<file path="src/rtl/pb_channel_sequencer.sv">
// Single-channel sample playback engine: loads 1-bit samples into an external
// RAM while idle, then replays samples 0..stop on dout, each held hp clocks.
module pb_channel_sequencer #(
  parameter int ADDR_W = 20,
  parameter int HP_W   = 20
) (
  input  logic              clk,
  input  logic              rst,
  input  logic              mode,
  input  logic              playback_en,
  input  logic              din,
  input  logic              write_addr,
  input  logic              write_stop_addr,
  input  logic              write_ram,
  input  logic              write_hp,
  input  logic              loop_pb,
  input  logic [ADDR_W-1:0] addr_in,
  input  logic [ADDR_W-1:0] stop_addr_in,
  input  logic              ram_rdata,
  output logic [ADDR_W-1:0] ram_addr,
  output logic              ram_we,
  output logic              ram_wdata,
  output logic              dout,
  output logic              busy,
  output logic              done
);

  typedef enum logic [1:0] {IDLE, PRIME, RUN, DONE} state_t;

  state_t            state;
  logic [ADDR_W-1:0] wr_ptr;
  logic [ADDR_W-1:0] stop;
  logic [ADDR_W-1:0] cur;
  logic [HP_W-1:0]   hp;
  logic [HP_W-1:0]   cnt;
  logic              nbit;

  logic pe_q, wa_q, ws_q, wr_q, wh_q;
  logic pe_edge, wa_edge, ws_edge, wr_edge, wh_edge;
  logic cfg_ok, abort;
  logic [ADDR_W-1:0] wr_base;
  logic [ADDR_W-1:0] nxt_cur;
  logic [ADDR_W-1:0] nxt_nxt_cur;
  logic [HP_W-1:0]   hp_clamped;

  function automatic logic [ADDR_W-1:0] nxt(input logic [ADDR_W-1:0] a,
                                            input logic [ADDR_W-1:0] s);
    return (a == s) ? '0 : a + ADDR_W'(1);
  endfunction

  always_comb begin
    pe_edge     = playback_en & ~pe_q;
    wa_edge     = write_addr & ~wa_q;
    ws_edge     = write_stop_addr & ~ws_q;
    wr_edge     = write_ram & ~wr_q;
    wh_edge     = write_hp & ~wh_q;
    cfg_ok      = (state == IDLE) && !mode;
    abort       = !playback_en || !mode;
    // A same-cycle pointer load takes effect for the write it accompanies.
    wr_base     = wa_edge ? addr_in : wr_ptr;
    hp_clamped  = (addr_in[HP_W-1:0] < HP_W'(2)) ? HP_W'(2) : addr_in[HP_W-1:0];
    nxt_cur     = nxt(cur, stop);
    nxt_nxt_cur = nxt(nxt_cur, stop);
  end

  // NOTE: every register here is assigned with <= so all updates in this block
  // see the pre-edge values, regardless of statement order.
  always_ff @(posedge clk or posedge rst) begin
    if (rst) begin
      state     <= IDLE;
      wr_ptr    <= '0;
      stop      <= '0;
      hp        <= HP_W'(2);
      cur       <= '0;
      cnt       <= '0;
      nbit      <= 1'b0;
      pe_q      <= 1'b0;
      wa_q      <= 1'b0;
      ws_q      <= 1'b0;
      wr_q      <= 1'b0;
      wh_q      <= 1'b0;
      ram_addr  <= '0;
      ram_we    <= 1'b0;
      ram_wdata <= 1'b0;
      dout      <= 1'b0;
      busy      <= 1'b0;
      done      <= 1'b0;
    end else begin
      pe_q   <= playback_en;
      wa_q   <= write_addr;
      ws_q   <= write_stop_addr;
      wr_q   <= write_ram;
      wh_q   <= write_hp;
      ram_we <= 1'b0;

      if (state != IDLE && abort) begin
        state <= IDLE;
        dout  <= 1'b0;
        done  <= 1'b0;
        busy  <= 1'b0;
      end else begin
        case (state)
          IDLE: begin
            if (cfg_ok) begin
              if (wa_edge) wr_ptr <= addr_in;
              if (ws_edge) stop   <= stop_addr_in;
              if (wh_edge) hp     <= hp_clamped;
              if (wr_edge) begin
                ram_we    <= 1'b1;
                ram_addr  <= wr_base;
                ram_wdata <= din;
                wr_ptr    <= wr_base + ADDR_W'(1);
              end
            end else if (mode && pe_edge) begin
              state    <= PRIME;
              ram_addr <= '0;
              cur      <= '0;
              busy     <= 1'b1;
              done     <= 1'b0;
            end
          end

          PRIME: begin
            state    <= RUN;
            dout     <= ram_rdata;
            cnt      <= hp - HP_W'(1);
            ram_addr <= nxt('0, stop);
          end

          RUN: begin
            // ram_addr runs one sample ahead so nbit is ready at the hold boundary.
            nbit <= ram_rdata;
            if (cnt != '0) begin
              cnt <= cnt - HP_W'(1);
            end else if (cur != stop || loop_pb) begin
              dout     <= nbit;
              cur      <= nxt_cur;
              ram_addr <= nxt_nxt_cur;
              cnt      <= hp - HP_W'(1);
            end else begin
              state <= DONE;
              dout  <= 1'b0;
              done  <= 1'b1;
              busy  <= 1'b0;
            end
          end

          DONE: ;

          default: state <= IDLE;
        endcase
      end
    end
  end

endmodule

</file>
<file path="config.mk">
export PLATFORM = sky130hd
export DESIGN_NAME = pb_channel_sequencer
export DESIGN_NICKNAME = d
export VERILOG_FILES = /design/src/rtl/pb_channel_sequencer.sv
export SDC_FILE = /design/constraint.sdc
export NUM_CORES = 1
export LEC_CHECK = 0
export BUFFER_PORTS_ARGS = -buffer_cell sky130_fd_sc_hd__clkbuf_2
export CORE_MARGIN = 4
export CORE_UTILIZATION = 39
export CTS_CLUSTER_DIAMETER = 40
export DETAILED_ROUTE_END_ITERATION = 10
export PLACE_DENSITY = 0.52
export SLEW_MARGIN = 20
export SYNTH_ARGS = -nofsm -noshare
export SYNTH_HDL_FRONTEND = slang
export SYNTH_SLANG_ARGS = --single-unit
</file>
<file path="constraint.sdc">
create_clock -name clk -period 6.2 [get_ports clk]
set_clock_uncertainty 0.15 [all_clocks]
set_input_delay 0.93 -clock clk [delete_from_list [all_inputs] [get_ports clk]]
set_output_delay 0.93 -clock clk [all_outputs]
set_load 0.01 [all_outputs]
</file>
==> flow_summary.ini, run 1 <==
[drt]
route.detailed.drc = 0
routed-via-count = 7951
drt_iter0_drc = 654
vias_per_cell = 5.842
drt_wl_total_um = 26830
post_drt_wl_per_cell_um = 19.71
ant_nets = 0
drtPass1Iterations = 5

[sta]
fin_ws_ns = 2.141
setup_tns_ns = 0
relSlewSlack = 0.3492
hold_violations = 0
fmax_mhz = 246.4
rsz0062_at_grt = no
slew_viol_final = 0
finalSetupViolCount = 0
worst_pin_slew_ns = 0.9627
fin_crit_sh = 0.6546
min_period_ns = 4.059

[final_layout]
stdcell_count = 1361
num-nets-final = 1125
diodes = 0
fill_cells = 2271
layout-drive-gt1-share = 0.1877
area_growth_pct = 12.70

[die]
die_w_um = 160.3
die_area_um2 = 25700
io_pins = 76
start_util = 0.3983
std_cell_rows = 55
fp.coreArea_um2 = 22710
die_y_um = 160.3

[clock_tree]
postCtsHoldBufs = 0
clk_pin_slew_ns = 0.07
clock_latency_ns = 0.43
cts_resized = 0
clock-sinks = 133
cts_buffers = 17
post_cts_buffers = 0
clock_tree.buffer_depth = 2
ctsRootBufferMaster = clkbuf_16
cts_tree = yes
cts_max_level = 4

[setup_path]
critPathSlowestCell = or4_4
crit_chain = or4_4 -> or3_4 -> nor4_4 -> o31ai_1 -> a221o_1 -> buf_4 -> or2_1 -> o41ai_1
r2r-start = cnt[6]
worst-path-max-fanout = 42
worstRegToRegCells = 8
cp-end-kind = flop
worst_path_largest_cell_delay_ns = 0.57
setup.reg_to_reg.worst_slack_ns = 2.14
cp.required_ns = 6.35
rr_endpoint = ram_addr[6]
critPathArrivalTime_ns = 4.21
worstSetupPathType = reg -> reg
worst_setup_path_start_kind = flop

[place]
pre_cts_ws_ns = 1.967
portBuffers = 75
dp_hpwl_um = 19090
gp_congestion = 0.9037
placed_cells = 1329

[synthesis]
synth_edf_count = 0
ys.flop_type = dfrtp_1
ys_ff_latch = 133
synth_area_per_cell_um2 = 8.869
synth_cell_types = 78
synthArstFlopShare = 1.000
yosys_warnings = 0
synth_cells = 1020
syn_area_um2 = 9046
synth_nets = 1082
ys_seq_area_frac = 0.3680

[hold_path]
min_to = wr_ptr[0]
hold_start = wr_ptr[0]
min_path_type = reg -> reg
min_path_cells = 2

[power]
ir_worst_vdd_v = 0.0001729
powerDensity_nw_per_um2 = 429.0
p_leak_uw = 0.004138

[job]
drv_cap = 0

[grt]
grt_pass1_wl_um = 43240
grt_usage = 0.2089
grt_start_max_net_pins = 72
antenna_found_initial = 0
grt_pass1_vias = 7523
overflow = 0

[outcome]
status = finished, final reports clean
[cells in the final DEF, fill, tap and decap left out, types with 9 or more instances in the layout]
cell type / count
a21oi_1: 74
and2_1: 14
buf_4: 13
clkbuf_16: 17
clkbuf_2: 75
dfrtp_1: 132
ha_1: 11
inv_1: 24
mux2_2: 43
mux2i_1: 17
nand2_1: 86
nand2b_1: 11
nand3_1: 30
nand4_1: 12
nor2_1: 75
nor3_1: 50
nor4_1: 25
o21ai_0: 75
o22ai_1: 9
o31ai_1: 30
o41ai_2: 10
or3_1: 10
xnor2_1: 37
xor2_1: 38
[registers in the layout, indices dropped and copies added (netlist names), 2 cells and up]
signal,flops
cnt,20
stop,20
hp,20
wr_ptr,20
state,2
ram_addr,20
cur,20
[Yosys cell counts, types with 7 or more instances]
master    instances  area, µm²
inv_1            25      93.84
a211oi_1          7      52.55
and2_1           14      87.58
clkbuf_1         47      176.4
nor4_1           26      162.7
nand4_1          12      75.07
or2_2             7      43.79
or3_1            10      62.56
o41ai_1           7      61.31
o22ai_1           9      56.30
nor3_1           50      250.2
o31ai_1          30      225.2
xor2_1           38      332.8
a21oi_1          74      370.4
xnor2_1          37      324.1
ha_1             11      137.6
nor2_1           76      285.3
mux2i_1          17      170.2
nor3b_1           7      52.55
buf_2            12      60.06
o21ai_0          75      375.4
mux2_2           43      484.2
nand2_1          87      326.6
o41ai_2          10      162.7
dfrtp_1         132       3303
nand3_1          30      150.1
nand2b_1         11      68.82
[power breakdown]
group          leakage, µW  switching (µW)  internal, µW
clock             0.000261             459           529
combinational      0.00220             969           757
sequential         0.00168             442          1220
[per-layer routing]
layer  GRT usage  part of all wire
met1      0.3183              0.50
met2      0.3092              0.44
met3     0.03746             0.048
met4     0.04615             0.011
met5           0                 0
[logic make-up after synthesis]
group,count (synthesis),share of synthesized area
compound gates,268,0.1942
xor+xnor,81,0.08769
fa+ha+maj,11,0.01521
buf+inv,90,0.04066
flops,133,0.3681
mux,60,0.07234
simple gates,377,0.2219
[worst max-delay path, delay by kind of cell, from the launching register on]
family          cells  cell delay [ns]
compound gates      3             1.10
buf+inv             1             0.26
flops               1             0.41
simple gates        4             1.98
[layout make-up]
cell class / instances / area, µm² / area share
Multi-Input combinational cell: 797 / 5373 / 0.5270
Inverter: 26 / 102.6 / 0.01006
Timing Repair Buffer: 88 / 473.0 / 0.04639
Clock inverter: 15 / 135.1 / 0.01325
Clock buffer: 17 / 425.4 / 0.04173
Tap cell: 285 / 356.6 / 0.03498
Sequential cell: 133 / 3329 / 0.3266
[worst max path at each step]
stage | start | end | slack, ns | cells after the start
2_1_floorplan | rst | busy | 1.57 | 1
3_3_place_gp | write_addr | wr_ptr[17] | 2.05 | 10
3_5_place_dp | write_addr | wr_ptr[17] | 1.97 | 10
4_1_cts | cnt[6] | ram_addr[6] | 2.15 | 8
5_1_grt | cnt[11] | ram_addr[8] | 1.92 | 8
6_report | cnt[6] | ram_addr[6] | 2.14 | 8
[per-stage QoR]
stage | instance area [µm²] | hold slack (ns) | power, µW | utilization
floorplan | 9046 | 0.2960 | 2857 | -
global placement | 9632 | 0.3183 | 3381 | 0.4241
detailed placement | 9632 | 0.3180 | 3386 | 0.4241
CTS | 10190 | 0.3345 | 4392 | 0.4488
global route | 10190 | 0.3499 | 4692 | 0.4489
finish | 10190 | 0.3359 | 4373 | 0.4489
(Power assumes the default switching activity.)
==> run 2: changes to the inputs <==
==> constraint.sdc (replaced) <==
create_clock -name clk -period 4 [get_ports clk]
set_clock_uncertainty 0.15 [all_clocks]
set_input_delay 0.6 -clock clk [delete_from_list [all_inputs] [get_ports clk]]
set_output_delay 0.6 -clock clk [all_outputs]
set_load 0.01 [all_outputs]
==> run 2 against run 1 <==
Against the previous run:
- sequential power rose by 52%
- power increased by 60%
- combinational power increased by 62%
- cell area increased by 2.6%
- clock power increased by 69%
- die area is the same
- clock-buffer cell count is the same
- non-clock buffer count is 26 higher
- via count grew 0.44%
- setup slack worse by 1.8 ns
- largest power group unchanged
- critical path depth grew 1
- first-iteration DRC count shrank 6.4%
==> flow_summary.ini, run 2 (synthesized netlist as in run 1, its figures left out) <==
[sta]
setup_tns_ns = 0
finalSetupViolCount = 0
hold_violations = 0
relSlewSlack = 0.3218
slew_viol_final = 0
worst_pin_slew_ns = 1.017
fin_crit_sh = 0.9140
fmax_mhz = 273.5
min_period_ns = 3.656
rsz0062_at_grt = no

[grt]
antenna_found_initial = 0
globalRouteMet2Util = 0.3212
grt_start_max_net_pins = 134
grt_pass1_vias = 7696
overflow = 0
grt_pass1_wl_um = 43590
grtUsageMet3 = 0.05414
grt_usage = 0.2098
use_met1 = 0.3068
busiest_layer = met2

[outcome]
status = finished, final reports clean

[die]
std_cell_rows = 55
die_w_um = 160.3
die_area_um2 = 25700
start_util = 0.3983
fp.coreArea_um2 = 22710
io_pins = 76
die_y_um = 160.3

[clock_tree]
clock_latency_ns = 0.43
post_cts_buffers = 0
cts_max_level = 4
clk_pin_slew_ns = 0.07
ctsRootBufferMaster = clkbuf_16
clock-sinks = 133
cts_tree = yes
clock_tree.buffer_depth = 2
cts_buffers = 17

[job]
drv_cap = 0

[drt]
drt_wl_total_um = 26870
drt_iter0_drc = 612
routed-via-count = 7986
drtPass1Iterations = 5
vias_per_cell = 5.758
post_drt_wl_per_cell_um = 19.37
ant_nets = 0
route.detailed.drc = 0

[setup_path]
worst_setup_path_start_kind = flop
worst_path_largest_cell_delay_ns = 0.65
crit_chain = nand2_1 -> or4_1 -> a2111oi_0 -> a31oi_1 -> o32ai_1 -> o2111ai_1 -> nor4_2 -> buf_12 -> o41ai_1
worstSetupPathType = reg -> reg
cp.required_ns = 4.13
critPathArrivalTime_ns = 3.78
path_buf_inv = 1
critical-path-top-delay-family = simple AND/OR/NAND/NOR gates
critPathSlowestCell = or4_1
worst-path-max-fanout = 20
cp-end-kind = flop
setup.reg_to_reg.worst_slack_ns = 0.34

[power]
pwr-share-seq = 0.360
internal-power_uw = 4077
combPwrFrac = 0.402
pwr-share-clk = 0.238
p_leak_uw = 0.004299
powerDensity_nw_per_um2 = 669.9
ir_worst_vdd_v = 0.0002837
power_switching_uw = 2930
sw_frac_of_total = 0.4182

[final_layout]
layout_commonest_cell = dfrtp_1
layout-drive-gt1-share = 0.2069
multiInputGateArea_um2 = 5370
regArea_um2 = 3331
area_growth_pct = 15.62
mostFrequentLayoutCells = dfrtp_1, nand2_1, nor2_1, o21ai_0, clkbuf_2
fill_cells = 2231
diodes = 0
num-nets-final = 1151
final_util = 0.4606

[place]
dp_hpwl_um = 19640
portBuffers = 75
gp_congestion = 0.8626

[hold_path]
min_path_type = in -> reg
==> run 2: power by group through the flow <==
| stage | clock, µW | sequential [µW] | combinational [µW] |
|---|---|---|---|
| after floorplan | 0 | 2350 | 2080 |
| after global placement | 0 | 2540 | 2800 |
| after detailed placement | 0 | 2530 | 2830 |
| after CTS | 1710 | 2510 | 2840 |
| after global routing | 1760 | 2610 | 3170 |
| final | 1670 | 2520 | 2810 |
==> run 2: worst paths after layout <==
kind	start	to	cells after the start
min in group asynchronous	rst	wr_ptr[15]	3
worst max register to register	cur[4]	ram_addr[8]	9
worst min register to register	wr_ptr[14]	wr_ptr[14]	2
worst min-delay path	write_ram	wr_q	1
max in group asynchronous	rst	cur[3]	3
worst max-delay path	cur[4]	ram_addr[8]	9
==> run 2: repair_timing <==
item	4_1_cts	5_1_grt
hold buffers	0	0
setup endpoints to repair	0	1
hold endpoints to repair	0	0
gates resized for setup	0	1
==> run 2: per-stage QoR <==
step / hold WS (ns) / area [µm²] / std cells / total power (µW) / setup WS, ns
6_report: 0.1420 / 10460 / 1387 / 7007 / 0.3442
2_1_floorplan: 0.2960 / 9050 / 1020 / 4428 / 0.3933
4_1_cts: 0.1299 / 10460 / 1387 / 7058 / 0.3311
3_3_place_gp: 0.3166 / 9851 / 1355 / 5335 / 0.3751
3_5_place_dp: 0.3239 / 9851 / 1355 / 5362 / 0.3572
5_1_grt: 0.1294 / 10460 / 1387 / 7539 / 0.07032
==> run 2: per-layer routing <==
metal,vias up,part of all wire
met1,3872,0.48
met5,-,0
met4,0,0.0055
met3,11,0.064
met2,203,0.45
li1,3900,-
==> run 2: area by class of cell <==
type | instances | area share
clock buffer | 17 | 0.04067
sequential | 133 | 0.3185
multi-input combinational | 797 | 0.5135
timing repair buffer | 114 | 0.06628
tap | 285 | 0.03409
clock inverter | 15 | 0.01735
inverter | 26 | 0.009690
==> run 2: worst register-to-register path: stages (launching register included) <==
cell	delay [ns]
dfrtp_1	0.60
nand2_1	0.35
or4_1	0.65
a2111oi_0	0.45
a31oi_1	0.07
o32ai_1	0.15
o2111ai_1	0.29
nor4_2	0.46
buf_12	0.23
o41ai_1	0.10
==> run 3: changes to the inputs <==
--- a/config.mk
+++ b/config.mk
@@ -6,7 +6,6 @@
 export NUM_CORES = 1
 export LEC_CHECK = 0
 export BUFFER_PORTS_ARGS = -buffer_cell sky130_fd_sc_hd__clkbuf_2
-export CORE_MARGIN = 4
 export CORE_UTILIZATION = 39
 export CTS_CLUSTER_DIAMETER = 40
 export DETAILED_ROUTE_END_ITERATION = 10
==> run 3 against run 2 <==
Against the previous run:
- cell area is essentially flat
- via count grew 1.4%
- clock-buffer cell count is the same
- die area shrank 7.3%
- wire length grew 1.2%
- critical path depth grew 1
- non-clock buffer count grew 1
- core utilization is essentially flat
- first-iteration DRC count shrank 15%
- global-route usage grew 2.7 points
- largest cell class unchanged
==> flow_summary.ini, run 3 (synthesized netlist as in run 1, its figures left out) <==
[clock_tree]
clock_latency_ns = 0.43
postCtsHoldBufs = 0
clock_tree.buffer_depth = 2
clk_pin_slew_ns = 0.07
cts_buffers = 17
clock-sinks = 133
cts_max_level = 4
ctsRootBufferMaster = clkbuf_16
post_cts_buffers = 0
cts_resized = 0
cts_tree = yes

[grt]
overflow = 0
grt_pass1_vias = 7684
grt_start_max_net_pins = 74
antenna_found_initial = 0
grt_usage = 0.2371
grt_pass1_wl_um = 43690

[setup_path]
crit_path_start = cur[1]
setup.reg_to_reg.worst_slack_ns = 0.29
critPathSlowestCell = nor4_2
path_buf_inv = 1
critPathArrivalTime_ns = 3.84
cp_common_cell = nor4_2
crit_chain = ha_1 -> nand4_4 -> nor4_2 -> xnor2_1 -> or4b_1 -> a21oi_1 -> o211ai_1 -> nor4_2 -> buf_12 -> o41ai_1
worst-path-max-fanout = 20
worstRegToRegCells = 10
worstSetupPathType = reg -> reg
worst_setup_path_start_kind = flop
r2r-start = cur[1]
rr_endpoint = ram_addr[6]
critical-path-top-delay-family = simple AND/OR/NAND/NOR gates
worst_path_largest_cell_delay_ns = 0.59
cp-end-kind = flop
cp.required_ns = 4.13

[sta]
finalSetupViolCount = 0
relSlewSlack = 0.4593
worst_pin_slew_ns = 0.8110
rsz0062_at_grt = no
hold_violations = 0
setup_tns_ns = 0
slew_viol_final = 0
min_period_ns = 3.708
fin_crit_sh = 0.9271
whs_ns = 0.1144
fmax_mhz = 269.7

[job]
drv_cap = 0

[drt]
ant_nets = 0
routed-via-count = 8098
post_drt_wl_per_cell_um = 19.59
vias_per_cell = 5.834
drt_wl_total_um = 27190
drt_iter0_drc = 520
drtPass1Iterations = 5
route.detailed.drc = 0

[die]
die_y_um = 154.3
fp.coreArea_um2 = 22710
start_util = 0.3983
die_w_um = 154.3
io_pins = 76
die_area_um2 = 23810
std_cell_rows = 55

[final_layout]
diodes = 0
area_growth_pct = 15.56
layout-drive-gt1-share = 0.2067
mostFrequentLayoutCells = dfrtp_1, nand2_1, nor2_1, o21ai_0, clkbuf_2
final_util = 0.4603
layout_commonest_cell = dfrtp_1
fill_cells = 2260
num-nets-final = 1152

[place]
portBuffers = 75
gp_congestion = 0.9325
dp_hpwl_um = 19980

[power]
p_leak_uw = 0.004300
powerDensity_nw_per_um2 = 671.9
ir_worst_vdd_v = 0.0002863
p_total_uw = 7024

[hold_path]
min_path_type = in -> async

[outcome]
status = finished, final reports clean
## run 3: changes by cell type in the layout (fill, tap and decap cells not counted)
cell,change
clkinv_2,+2
clkinvlp_4,-1
clkinv_4,+3
dfrtp_1,+1
inv_8,-2
inv_6,-2
dfrtp_2,-1
buf_4,+1
## run 3: per-stage QoR
step	instances	area [µm²]	setup slack [ns]
after global placement	1356	9858	0.3741
after floorplan	1020	9050	0.3933
final	1388	10450	0.2916
after CTS	1388	10450	0.3169
after detailed placement	1356	9858	0.3331
after global routing	1388	10450	0.05251
## run 3: metal layers
layer  wire length [µm]  global-route usage  share of wire
met3               1589             0.04931          0.058
met4                396             0.06648          0.015
met1              13490              0.3526           0.50
met5                  0                   0              0
met2              11720              0.3450           0.43
## run 3: area by class of cell
| cell class | instances | area (µm²) | share of cell area |
|---|---|---|---|
| clock buffer | 17 | 425.4 | 0.04069 |
| clock inverter | 15 | 170.2 | 0.01628 |
| inverter | 26 | 101.3 | 0.009695 |
| multi-input combinational | 797 | 5370 | 0.5137 |
| sequential | 133 | 3329 | 0.3185 |
| tap | 285 | 356.6 | 0.03411 |
| timing repair buffer | 115 | 700.7 | 0.06703 |
## run 3: power breakdown
part | internal, µW | switching [µW] | leakage (µW)
combinational | 1250 | 1590 | 0.00233
clock | 937 | 699 | 0.000293
sequential | 1890 | 654 | 0.00168
total | 4080 | 2950 | 0.00430
## run 3: how the worst max path moves through the flow
stage | endpoint | slack, ns | cells past startpoint
2_1_floorplan | ram_addr[18] | 0.39 | 17
3_3_place_gp | ram_addr[4] | 0.37 | 10
3_5_place_dp | ram_addr[8] | 0.33 | 10
4_1_cts | ram_addr[9] | 0.32 | 10
5_1_grt | ram_addr[9] | 0.05 | 10
6_report | ram_addr[6] | 0.29 | 10
## run 3: worst register-to-register path, delay by kind of cell, from the launching register on
| kind | cells | cell delay (ns) |
|---|---|---|
| simple gates | 4 | 1.74 |
| buf+inv | 1 | 0.23 |
| fa+ha+maj | 1 | 0.34 |
| xor+xnor | 1 | 0.25 |
| compound gates | 3 | 0.39 |
| flops | 1 | 0.45 |
